==> config.mk <==
export PLATFORM = sky130hd
export DESIGN_NAME = dense_layer_engine
export DESIGN_NICKNAME = d
export VERILOG_FILES = /design/src/rtl/dense_layer_engine.sv
export SDC_FILE = /design/constraint.sdc
export NUM_CORES = 1
export LEC_CHECK = 0
export CORE_MARGIN = 2
export CORE_UTILIZATION = 50
export CTS_CLUSTER_SIZE = 12
export DETAILED_ROUTE_END_ITERATION = 8
export GPL_TIMING_DRIVEN = 0
export PLACE_DENSITY = 0.73
export SYNTH_ARGS = -nofsm -noshare
export SYNTH_HDL_FRONTEND = slang
export SYNTH_SLANG_ARGS = --single-unit
==> constraint.sdc <==
create_clock -name clk -period 9.8 [get_ports clk]
set_input_delay 1.47 -clock clk [delete_from_list [all_inputs] [get_ports clk]]
set_output_delay 1.47 -clock clk [all_outputs]
set_load 0.01 [all_outputs]
==> src/rtl/dense_layer_engine.sv <==
// Sequencer and MAC for one fully connected int4 layer. It computes one neuron at a time,
// requantizes the result, and writes it into the next layer's activation RAM.
module dense_layer_engine #(
  parameter int unsigned N_IN  = 784,
  parameter int unsigned N_OUT = 10,
  parameter int unsigned ACT_W = 4,
  parameter int unsigned W_W   = 4,
  parameter int unsigned B_W   = 16,
  parameter int unsigned ACC_W = 24,
  parameter int unsigned SHIFT = 4,
  parameter int unsigned RELU  = 1
) (
  input  logic                          clk,
  input  logic                          rst,
  input  logic                          start,
  output logic                          busy,
  output logic                          done,
  output logic [$clog2(N_IN)-1:0]       act_addr,
  input  logic [ACT_W-1:0]              act_data,
  output logic [$clog2(N_IN*N_OUT)-1:0] w_addr,
  input  logic [W_W-1:0]                w_data,
  output logic [$clog2(N_OUT)-1:0]      b_addr,
  input  logic [B_W-1:0]                b_data,
  output logic                          out_wen,
  output logic [$clog2(N_OUT)-1:0]      out_addr,
  output logic [ACT_W-1:0]              out_data
);

  localparam int unsigned AW     = $clog2(N_IN);
  localparam int unsigned WAW    = $clog2(N_IN*N_OUT);
  localparam int unsigned BAW    = $clog2(N_OUT);
  localparam int unsigned PROD_W = W_W + ACT_W + 1;
  localparam int unsigned SUM_W  = ACC_W + 1;

  localparam logic signed [SUM_W-1:0] UMAX = SUM_W'((2 ** ACT_W) - 1);
  localparam logic signed [SUM_W-1:0] SMAX = SUM_W'((2 ** (ACT_W - 1)) - 1);
  localparam logic signed [SUM_W-1:0] SMIN = ~SMAX;

  typedef enum logic [2:0] {IDLE, RUN, DRAIN, WRITE, DONE} state_t;

  state_t                   state, state_d;
  logic                     busy_d, done_d, out_wen_d;
  logic [AW-1:0]            act_addr_d;
  logic [WAW-1:0]           w_addr_d, w_base, w_base_d;
  logic [BAW-1:0]           b_addr_d, out_addr_d;
  logic [ACT_W-1:0]         out_data_d, q_sat;
  logic                     mac_vld, mac_vld_d;
  logic signed [ACC_W-1:0]  acc, acc_d, acc_sum;
  logic signed [PROD_W-1:0] prod;
  logic signed [SUM_W-1:0]  sum, q;

  // The memory data belongs to the address issued in the previous RUN cycle.
  assign prod    = $signed({{(PROD_W-W_W){w_data[W_W-1]}}, w_data})
                 * $signed({{(PROD_W-ACT_W){1'b0}}, act_data});
  assign acc_sum = mac_vld ? acc + {{(ACC_W-PROD_W){prod[PROD_W-1]}}, prod} : acc;
  assign sum     = {acc_sum[ACC_W-1], acc_sum} + {{(SUM_W-B_W){b_data[B_W-1]}}, b_data};
  assign q       = sum >>> SHIFT;

  // Requantization clamp: unsigned after ReLU, or signed two's complement.
  always_comb begin
    q_sat = q[ACT_W-1:0];
    if (RELU != 0) begin
      if (q[SUM_W-1])    q_sat = '0;
      else if (q > UMAX) q_sat = '1;
    end else begin
      if (q > SMAX)      q_sat = SMAX[ACT_W-1:0];
      else if (q < SMIN) q_sat = SMIN[ACT_W-1:0];
    end
  end

  always_comb begin
    state_d    = state;
    act_addr_d = act_addr;
    w_addr_d   = w_addr;
    w_base_d   = w_base;
    b_addr_d   = b_addr;
    out_addr_d = out_addr;
    out_data_d = out_data;
    out_wen_d  = 1'b0;
    mac_vld_d  = 1'b0;
    acc_d      = acc_sum;
    case (state)
      IDLE: begin
        if (start) begin
          state_d    = RUN;
          act_addr_d = '0;
          w_addr_d   = '0;
          w_base_d   = '0;
          b_addr_d   = '0;
          acc_d      = '0;
        end
      end
      RUN: begin
        mac_vld_d = 1'b1;
        if (act_addr == AW'(N_IN - 1)) begin
          state_d = DRAIN;
        end else begin
          act_addr_d = act_addr + AW'(1);
          w_addr_d   = w_addr + WAW'(1);
        end
      end
      // The last product and the bias land here, so the result is registered entering WRITE.
      DRAIN: begin
        state_d    = WRITE;
        out_wen_d  = 1'b1;
        out_addr_d = b_addr;
        out_data_d = q_sat;
      end
      WRITE: begin
        acc_d      = '0;
        act_addr_d = '0;
        if (b_addr == BAW'(N_OUT - 1)) begin
          state_d = DONE;
        end else begin
          state_d  = RUN;
          b_addr_d = b_addr + BAW'(1);
          w_base_d = w_base + WAW'(N_IN);
          w_addr_d = w_base + WAW'(N_IN);
        end
      end
      DONE:    state_d = IDLE;
      default: state_d = IDLE;
    endcase
    busy_d = (state_d != IDLE);
    done_d = (state_d == DONE);
  end

  always_ff @(posedge clk) begin
    if (rst) begin
      state    <= IDLE;
      busy     <= 1'b0;
      done     <= 1'b0;
      out_wen  <= 1'b0;
      act_addr <= '0;
      w_addr   <= '0;
      w_base   <= '0;
      b_addr   <= '0;
      out_addr <= '0;
      out_data <= '0;
      mac_vld  <= 1'b0;
      acc      <= '0;
    end else begin
      state    <= state_d;
      busy     <= busy_d;
      done     <= done_d;
      out_wen  <= out_wen_d;
      act_addr <= act_addr_d;
      w_addr   <= w_addr_d;
      w_base   <= w_base_d;
      b_addr   <= b_addr_d;
      out_addr <= out_addr_d;
      out_data <= out_data_d;
      mac_vld  <= mac_vld_d;
      acc      <= acc_d;
    end
  end

endmodule

==> results.md, run 1 <==
- Of the total power, combinational logic draws 0.296.
- Between clock sinks in the finished design, the worst skew comes to 0.00688 ns.
- The net load switching power is 0.300 mW.
- The fraction of power spent switching nets is 0.322.
- The peak ir drop on the vdd network is 89.9 uV.
- The global-route usage over all layers is 0.247.
- The number of instances in the synthesized netlist is 777.
- In this run, synthesis produced a sequential element count of 75.
- Max-cap violations in this run came to 0.
- In this run the remaining antenna-violating nets after routing total 0.
- Data on the critical path is required at its endpoint by 10.00 ns.
- The via count is 5,998.
- The worst slew margin relative to its limit is 0.515.
- In the final routed layout, each cell accounts on average for 15.7 um.
- The number of cell rows is 41.
- The end-of-flow core utilization is 0.600.
- The final RePlAce weighted congestion is 0.914.
- The final worst-path setup slack is 0.361 ns.
- The most frequently used flop master after synthesis is sky130_fd_sc_hd__dfxtp_1.
- The pre-CTS worst setup slack is 0.127 ns.
- For this run, the number of Yosys warnings is 0.
- The area added between synthesis and finish is 18.6%.
- The hold buffer count at cts is 0.
- In this run, synthesis inferred 0 flip-flops with an integrated enable.
- Summed over all layers, the routed wires come to 16,200 um.
- The largest net degree at the start of global routing is 15.
- 65 I/O pins were placed.
- Dividing total power by cell area gives a power density of 125 nW/um2.
- The share of cells above drive strength 1 is 0.0653.
- The endpoint class of the critical path is a flip-flop.
- Measured along the y axis, the die boundary spans 116 um.
- Of the post-synthesis cell area, the dominant cell type holds 0.238.
- sky130_fd_sc_hd__dfxtp_1 takes more of the synthesized area than any other cell.
- The end of the worst register-to-register path is out_data[2].
- The clock transition at the registers of the reported paths is 0.06 ns.
- The average size of a mapped cell is 8.11 um2.
- The count of placed standard cells in the final layout, fillers left out is 1,029.
- The instance area at placement is 7170 um2.
- The clock drives 75 sinks.
- The later-pin clock latency in the skew report is 0.34 ns.
- The worst reg2reg path depth is 22.
- For the pin with the worst max-slew slack, the measured transition is 0.720 ns.
- The capture endpoint of the worst hold path is out_addr[3].
- The count of unique library cells instantiated by Yosys is 76.
- After routing the design area is 7470 um2.
- For the final routed database, the setup TNS stands at 0 ns.
- The initial core utilization is 0.506.
- The path class of the tightest hold or removal check is flip-flop to flip-flop.
- 0 antenna diodes ended up in the layout.
- By area the synthesized netlist is led by sky130_fd_sc_hd__dfxtp_1 (24%), sky130_fd_sc_hd__ha_1 (14%), sky130_fd_sc_hd__nor2_1 (5.2%).
- In the layout the commonest cells are sky130_fd_sc_hd__nor2_1 (88), sky130_fd_sc_hd__dfxtp_1 (75), sky130_fd_sc_hd__ha_1 (73).
- The leading cell type in the layout, fill and taps excluded is sky130_fd_sc_hd__nor2_1.
- The max-slew violation total from the final report came to 0.
- The sort of element at the start of the critical path is a primary input.
- Derived from the worst setup path, the maximum achievable clock frequency is 106 MHz.
- The cell at the slowest stage of the critical path is sky130_fd_sc_hd__clkdlybuf4s50_1.
- The period utilization is 0.963.
- The via count normalized by instance count is 5.83.
- Input and output buffers added on the ports amount to 63.
- In this run the critical register-to-register path is launched from acc[0].
- Setup repair after global routing left no endpoint under its margin.
- In this run, the number of DRC markers left after iteration 0 of detailed routing was 404.
- The number of cells on the worst hold path is 2.
- The die outline area is 13,500 um2.
- The wire length of the first global-routing pass is 26,900 um.
- TritonCTS built the clock tree.
- The core region area is 12,500 um2.
- The total placed cells including tap cells is 1,013.
- The worst-case register-to-register setup slack is 4.31 ns.
- The final-report setup violation count is 0.
- When the netlist entered floorplanning its net count stood at 883.
- Among the stages of the critical path, the cell type that occurs most often is sky130_fd_sc_hd__a21oi_1.
- The run finished with clean final reports.
- The final critical path time including I/O delays and setup is 9.44 ns.
- Before antenna repair, the detailed router went through 5 iterations.
- The clock share of power is 0.368.
- The combined area of all synthesized cells is 6300 um2.
- The clock passes through at most 2 buffers.
- The detailed placement HPWL is 12,500 um.
- The number of global-route vias before repair was 5,766.
- The maximum cell stage delay along the critical path is 0.55 ns.
- The die width is 116 um.
- For the worst setup path, the data arrival time is 9.64 ns.
- The total overflow left after global routing is 0.
- The share of total power dissipated in sequential elements is 0.336.
- Clock tree synthesis selected as its root buffer the cell sky130_fd_sc_hd__clkbuf_16.
- The total count of hold-check failures in the final report is 0.
- The number of CTS-inserted buffers is 9.
- The total internal power is 0.632 mW.
- The share of the yosys chip area belonging to registers is 0.238.
- The net count of the finished layout is 958.
- In this run the most critical hold path is launched from out_addr[3].
- The cell leakage power is 3.12 nW.
- The H-tree was split into 3 levels.
- The initial antenna violation count is 0.
- After detailed routing, the number of remaining DRC violations is 0.
- After synthesis, the share of flip-flops with an asynchronous set or reset is 0.
- The critical path class is primary input to flip-flop.
- Of all nets on the critical path, the largest fanout is 14.
==> how the worst max path moves through the flow <==
stage / startpoint / end / slack (ns) / cells after the start
global placement: w_data[3] / out_data[2] / -0.53 / 31
global route: w_data[3] / out_data[2] / 0.005 / 32
CTS: w_data[3] / out_data[2] / 0.45 / 32
detailed placement: w_data[3] / out_data[1] / 0.13 / 32
finish: w_data[3] / out_data[2] / 0.36 / 32
floorplan: act_data[0] / out_data[2] / 1.06 / 30
==> synth_stat cells (12+ instances only) <==
library cell               count
sky130_fd_sc_hd__xor2_1       22
sky130_fd_sc_hd__and3_1       13
sky130_fd_sc_hd__a21o_1       16
sky130_fd_sc_hd__inv_1        39
sky130_fd_sc_hd__nor3_1       14
sky130_fd_sc_hd__clkbuf_1     12
sky130_fd_sc_hd__xnor2_1      24
sky130_fd_sc_hd__nand3_1      27
sky130_fd_sc_hd__nand2_1      67
sky130_fd_sc_hd__and2_1       32
sky130_fd_sc_hd__ha_1         73
sky130_fd_sc_hd__o21a_1       14
sky130_fd_sc_hd__o21ai_0      37
sky130_fd_sc_hd__dfxtp_1      75
sky130_fd_sc_hd__a21oi_1      55
sky130_fd_sc_hd__nor2_1       88
sky130_fd_sc_hd__mux2_2       17
==> logic make-up after synthesis <==
| kind of cell | after synthesis | synth area share |
|---|---|---|
| AND/OR/NAND/NOR | 285 | 0.220 |
| AO/OA/AOI/OAI | 214 | 0.235 |
| adder cells (fa/ha/maj) | 79 | 0.164 |
| flip-flops | 75 | 0.238 |
| buffers and inverters | 58 | 0.0419 |
| XOR/XNOR | 46 | 0.0639 |
| multiplexers | 20 | 0.0371 |
==> power groups by stage <==
| stage | clock, mW | sequential, mW | combinational, mW |
|---|---|---|---|
| final | 0.343 | 0.314 | 0.276 |
| after global routing | 0.358 | 0.314 | 0.309 |
| after floorplan | 0 | 0.320 | 0.204 |
| after global placement | 0 | 0.320 | 0.262 |
| after detailed placement | 0 | 0.320 | 0.271 |
| after CTS | 0.348 | 0.314 | 0.273 |
==> metal layers <==
metal / GRT usage / vias up / wire length, um
met2: 0.414 / 158 / 7780
met5: 0 / - / 40
li1: - / 2974 / -
met4: 0.0770 / 2 / 255
met3: 0.0451 / 21 / 776
met1: 0.325 / 2843 / 7300
==> what timing repair did <==
| action | CTS | global route |
|---|---|---|
| gates resized for setup | 0 | 1 |
| buffers inserted | 0 | 0 |
| setup endpoints to repair | 0 | 3 |
==> registers in the layout, summed over array words and instances, names as in the netlist <==
| register | flops |
|---|---|
| acc | 24 |
| state | 3 |
| out_wen | 1 |
| act_addr | 10 |
| w_base | 9 |
| b_addr | 4 |
| out_data | 4 |
| w_addr | 13 |
| busy | 1 |
| mac_vld | 1 |
| out_addr | 4 |
| done | 1 |
==> critical path, delay by kind of cell <==
family                     cells  cell delay [ns]
muxes                          1             0.30
xor gates and xnor gates       2             0.46
AOI/OAI and AO/OA             14             2.98
adders and majority gates      6             2.45
and+or+nand+nor                6             1.09
buffers and inverters          3             0.87
==> area by class of cell <==
type | instances | area, um2
Clock buffer | 11 | 243
Multi-Input combinational cell | 644 | 4550
Inverter | 39 | 146
Clock inverter | 5 | 62.6
Tap cell | 172 | 215
Buffer | 19 | 118
Sequential cell | 75 | 1500
Fill cell | 1091 | 4990
Timing Repair Buffer | 64 | 642
==> metrics by stage <==
| step | power [mW] | hold slack [ns] |
|---|---|---|
| final | 0.933 | 0.465 |
| after global routing | 0.981 | 0.480 |
| after CTS | 0.935 | 0.462 |
| after detailed placement | 0.591 | 0.450 |
| after global placement | 0.582 | 0.446 |
| after floorplan | 0.524 | 0.444 |
(Power assumes the default switching activity.)
==> run 2: changes to the inputs <==
Settings changed: CORE_MARGIN 2 to not set, HOLD_SLACK_MARGIN set to 0.15.
==> results.md, run 2 (synthesis gave the netlist of run 1 again) <==
- The detailed placement HPWL was 12,700 um (+1.6%).
- The die outline area was 13,100 um2 (-3.4%).
- acc holds more flip-flops than any other register.
- The number of top-level pins was 65 (unchanged).
- The average routed wire per standard cell came to 15.9 um (+1.1%).
- The number of global-route vias before repair is 5,689 (-1.3%).
- The die width is 114 um (-1.7%).
- The CTS tree is yes.
- The count of antenna diodes in the layout is 0 (unchanged).
- The core region area came to 12,200 um2 (-2.4%).
- The residual overflow from global routing is 0 (unchanged).
- The maximum cell stage delay along the critical path is 0.55 ns (about the same).
- The worst setup path is captured at a flip-flop.
- The worst setup path is launched from a primary input.
- The tree is rooted in a sky130_fd_sc_hd__clkbuf_16.
- The summed negative setup slack over all endpoints is 0 ns (unchanged).
- The final critical path time including I/O delays and setup is 9.34 ns (-0.102 ns).
- The class of the tightest hold or removal check is flip-flop to flip-flop.
- The maximum buffer depth of the clock tree is 2 (unchanged).
- The later-pin clock latency in the skew report was 0.34 ns (about the same).
- The total power consumption of the routed design is 0.888 mW (-4.8%).
- The global-route usage over all layers is 0.254 (+0.00653).
- The clock sink count is 75 (unchanged).
- The run finished with clean final reports.
- The initial core utilization was 0.518 (+0.0126).
- The initial antenna violation count was 0 (unchanged).
- The wire length of the first global-routing pass came to 26,700 um (-0.64%).
- The hold buffer count at cts is 0 (unchanged).
- In the final layout, the registers with the most flip-flops are acc x24, w_addr x13, act_addr x10.
- The period utilization was 0.953 (-0.0105).
- The total count of hold-check failures in the final report is 0 (unchanged).
- The critical path class is primary input to flip-flop.
- The leading cell type in the layout, fill and taps excluded is sky130_fd_sc_hd__nor2_1.
- The end-of-flow core utilization was 0.610 (+0.0110).
- The clock transition at the registers of the reported paths is 0.06 ns (about the same).
- Setup repair after global routing left no endpoint under its margin.
- The cell at the slowest stage of the critical path is sky130_fd_sc_hd__clkdlybuf4s50_1.
- The final-report setup violation count is 0 (unchanged).
- The data arrival at the endpoint of the critical path is 9.54 ns (-0.10 ns).
- The final worst-path setup slack is 0.463 ns (+0.102 ns).
- The number of buffer cells added on primary ports came to 63 (unchanged).
- The peak ir drop on the vdd network is 101 uV (+12%).
- The number of CTS-inserted buffers was 9 (unchanged).
- The fmax is 107 MHz (+1.1%).
- The data required time at the worst endpoint was 10.00 ns (about the same).
- The net count of the finished layout is 958 (unchanged).
- The worst slew margin relative to its limit came to 0.520 (+0.00532).
- The via count normalized by instance count is 5.82 (about the same).
- The violation count after the first detailed-routing iteration came to 372 (-7.9%).
- The deepest level of the CTS H-tree is 3 (unchanged).
- The number of DRC violations after detailed routing is 0 (unchanged).
- The cell leakage power is 3.09 nW (-0.70%).
- The max-slew violation total from the final report is 0 (unchanged).
- The largest net degree at the start of global routing was 15 (unchanged).
- The slew at the pin closest to its max-slew limit is 0.712 ns (-0.00790 ns).
- The worst-case register-to-register setup slack came to 4.38 ns (+0.07 ns).
- The highest net fanout along the worst path was 14 (unchanged).
- The number of nets with antenna violations after routing is 0 (unchanged).
- The final worst clock skew is 0.00793 ns (+0.00104 ns).
- Relative to the synthesized area, the layout overhead comes to 17.8%.
- The number of search-and-repair iterations in the first detailed-routing pass is 5 (unchanged).
- Leaving out fill and tap cells, the most frequent cells in the layout are sky130_fd_sc_hd__nor2_1 (88), sky130_fd_sc_hd__dfxtp_1 (75), sky130_fd_sc_hd__ha_1 (73).
- The die extent in y came to 114 um (-1.7%).
- The final wirelength is 16,200 um (+0.52%).
- The final RePlAce weighted congestion is 0.858 (-6.2%).
- The number of cell rows was 40 (-2.4%).
- The pre-CTS worst setup slack was 0.0676 ns (-0.0593 ns).
- The max-capacitance violation count came to 0 (unchanged).
- The via count is 5,958 (-0.67%).
- The total power divided by cell area is 120 nW/um2 (-4.2%).
- The share of cells above drive strength 1 was 0.0655 (+0.000153).
- The flip-flop count of the largest register after layout is 24 (unchanged).
==> run 2: critical path: cells and delay by family <==
| kind | cells | cell delay, ns |
|---|---|---|
| xor gates and xnor gates | 2 | 0.44 |
| and+or+nand+nor | 6 | 1.14 |
| muxes | 1 | 0.30 |
| adders and majority gates | 6 | 2.44 |
| buffers and inverters | 3 | 0.87 |
| AOI/OAI and AO/OA | 14 | 2.86 |
==> run 2: area by class of cell <==
type / instances / area, um2
multi-input combinational: 644 / 4550
sequential: 75 / 1500
clock buffer: 9 / 225
clock inverter: 5 / 32.5
inverter: 39 / 146
fill: 1085 / 4740
tap: 168 / 210
buffer: 19 / 118
timing repair buffer: 64 / 642
==> run 2: final timing paths <==
check / start / end / depth (start not counted)
worst max-delay path: w_data[3] / out_data[0] / 32
worst min-delay path: w_addr[12] / w_addr[12] / 2
worst max register to register: acc[0] / out_data[0] / 22
worst min register to register: w_addr[12] / w_addr[12] / 2
==> run 2: what timing repair did <==
| action | in CTS | in global routing |
|---|---|---|
| setup endpoints to repair | 0 | 3 |
| gates resized for setup | 0 | 1 |
| hold endpoints to repair | 0 | 0 |
| setup buffers | 0 | 0 |
==> run 2: layer usage <==
metal | vias up | GRT usage | routed length [um]
li1 | 2959 | - | -
met1 | 2852 | 0.321 | 7350
met2 | 129 | 0.445 | 7900
met3 | 18 | 0.0482 | 760
met4 | 0 | 0.0589 | 231
met5 | - | 0 | 0
==> run 2: report_power, final <==
| group | total (mW) | internal (mW) | switching (mW) |
|---|---|---|---|
| clock | 0.298 | 0.167 | 0.130 |
| sequential | 0.314 | 0.310 | 0.00372 |
| combinational | 0.277 | 0.118 | 0.159 |
| total | 0.888 | 0.595 | 0.293 |
==> run 2: metrics by stage <==
stage / instance area, um2 / cells / hold WS [ns]
after floorplan: 6300 / 777 / 0.444
after global placement: 7140 / 1008 / 0.446
after detailed placement: 7160 / 1009 / 0.455
after CTS: 7420 / 1023 / 0.465
after global routing: 7420 / 1023 / 0.485
final: 7420 / 1023 / 0.459
==> run 3: changes to the inputs <==
Settings changed: ABC_AREA set to 0, CAP_MARGIN set to 20.
==> results of run 3 <==
Same layout as run 2: the final DEF is identical, and so are final timing and power.
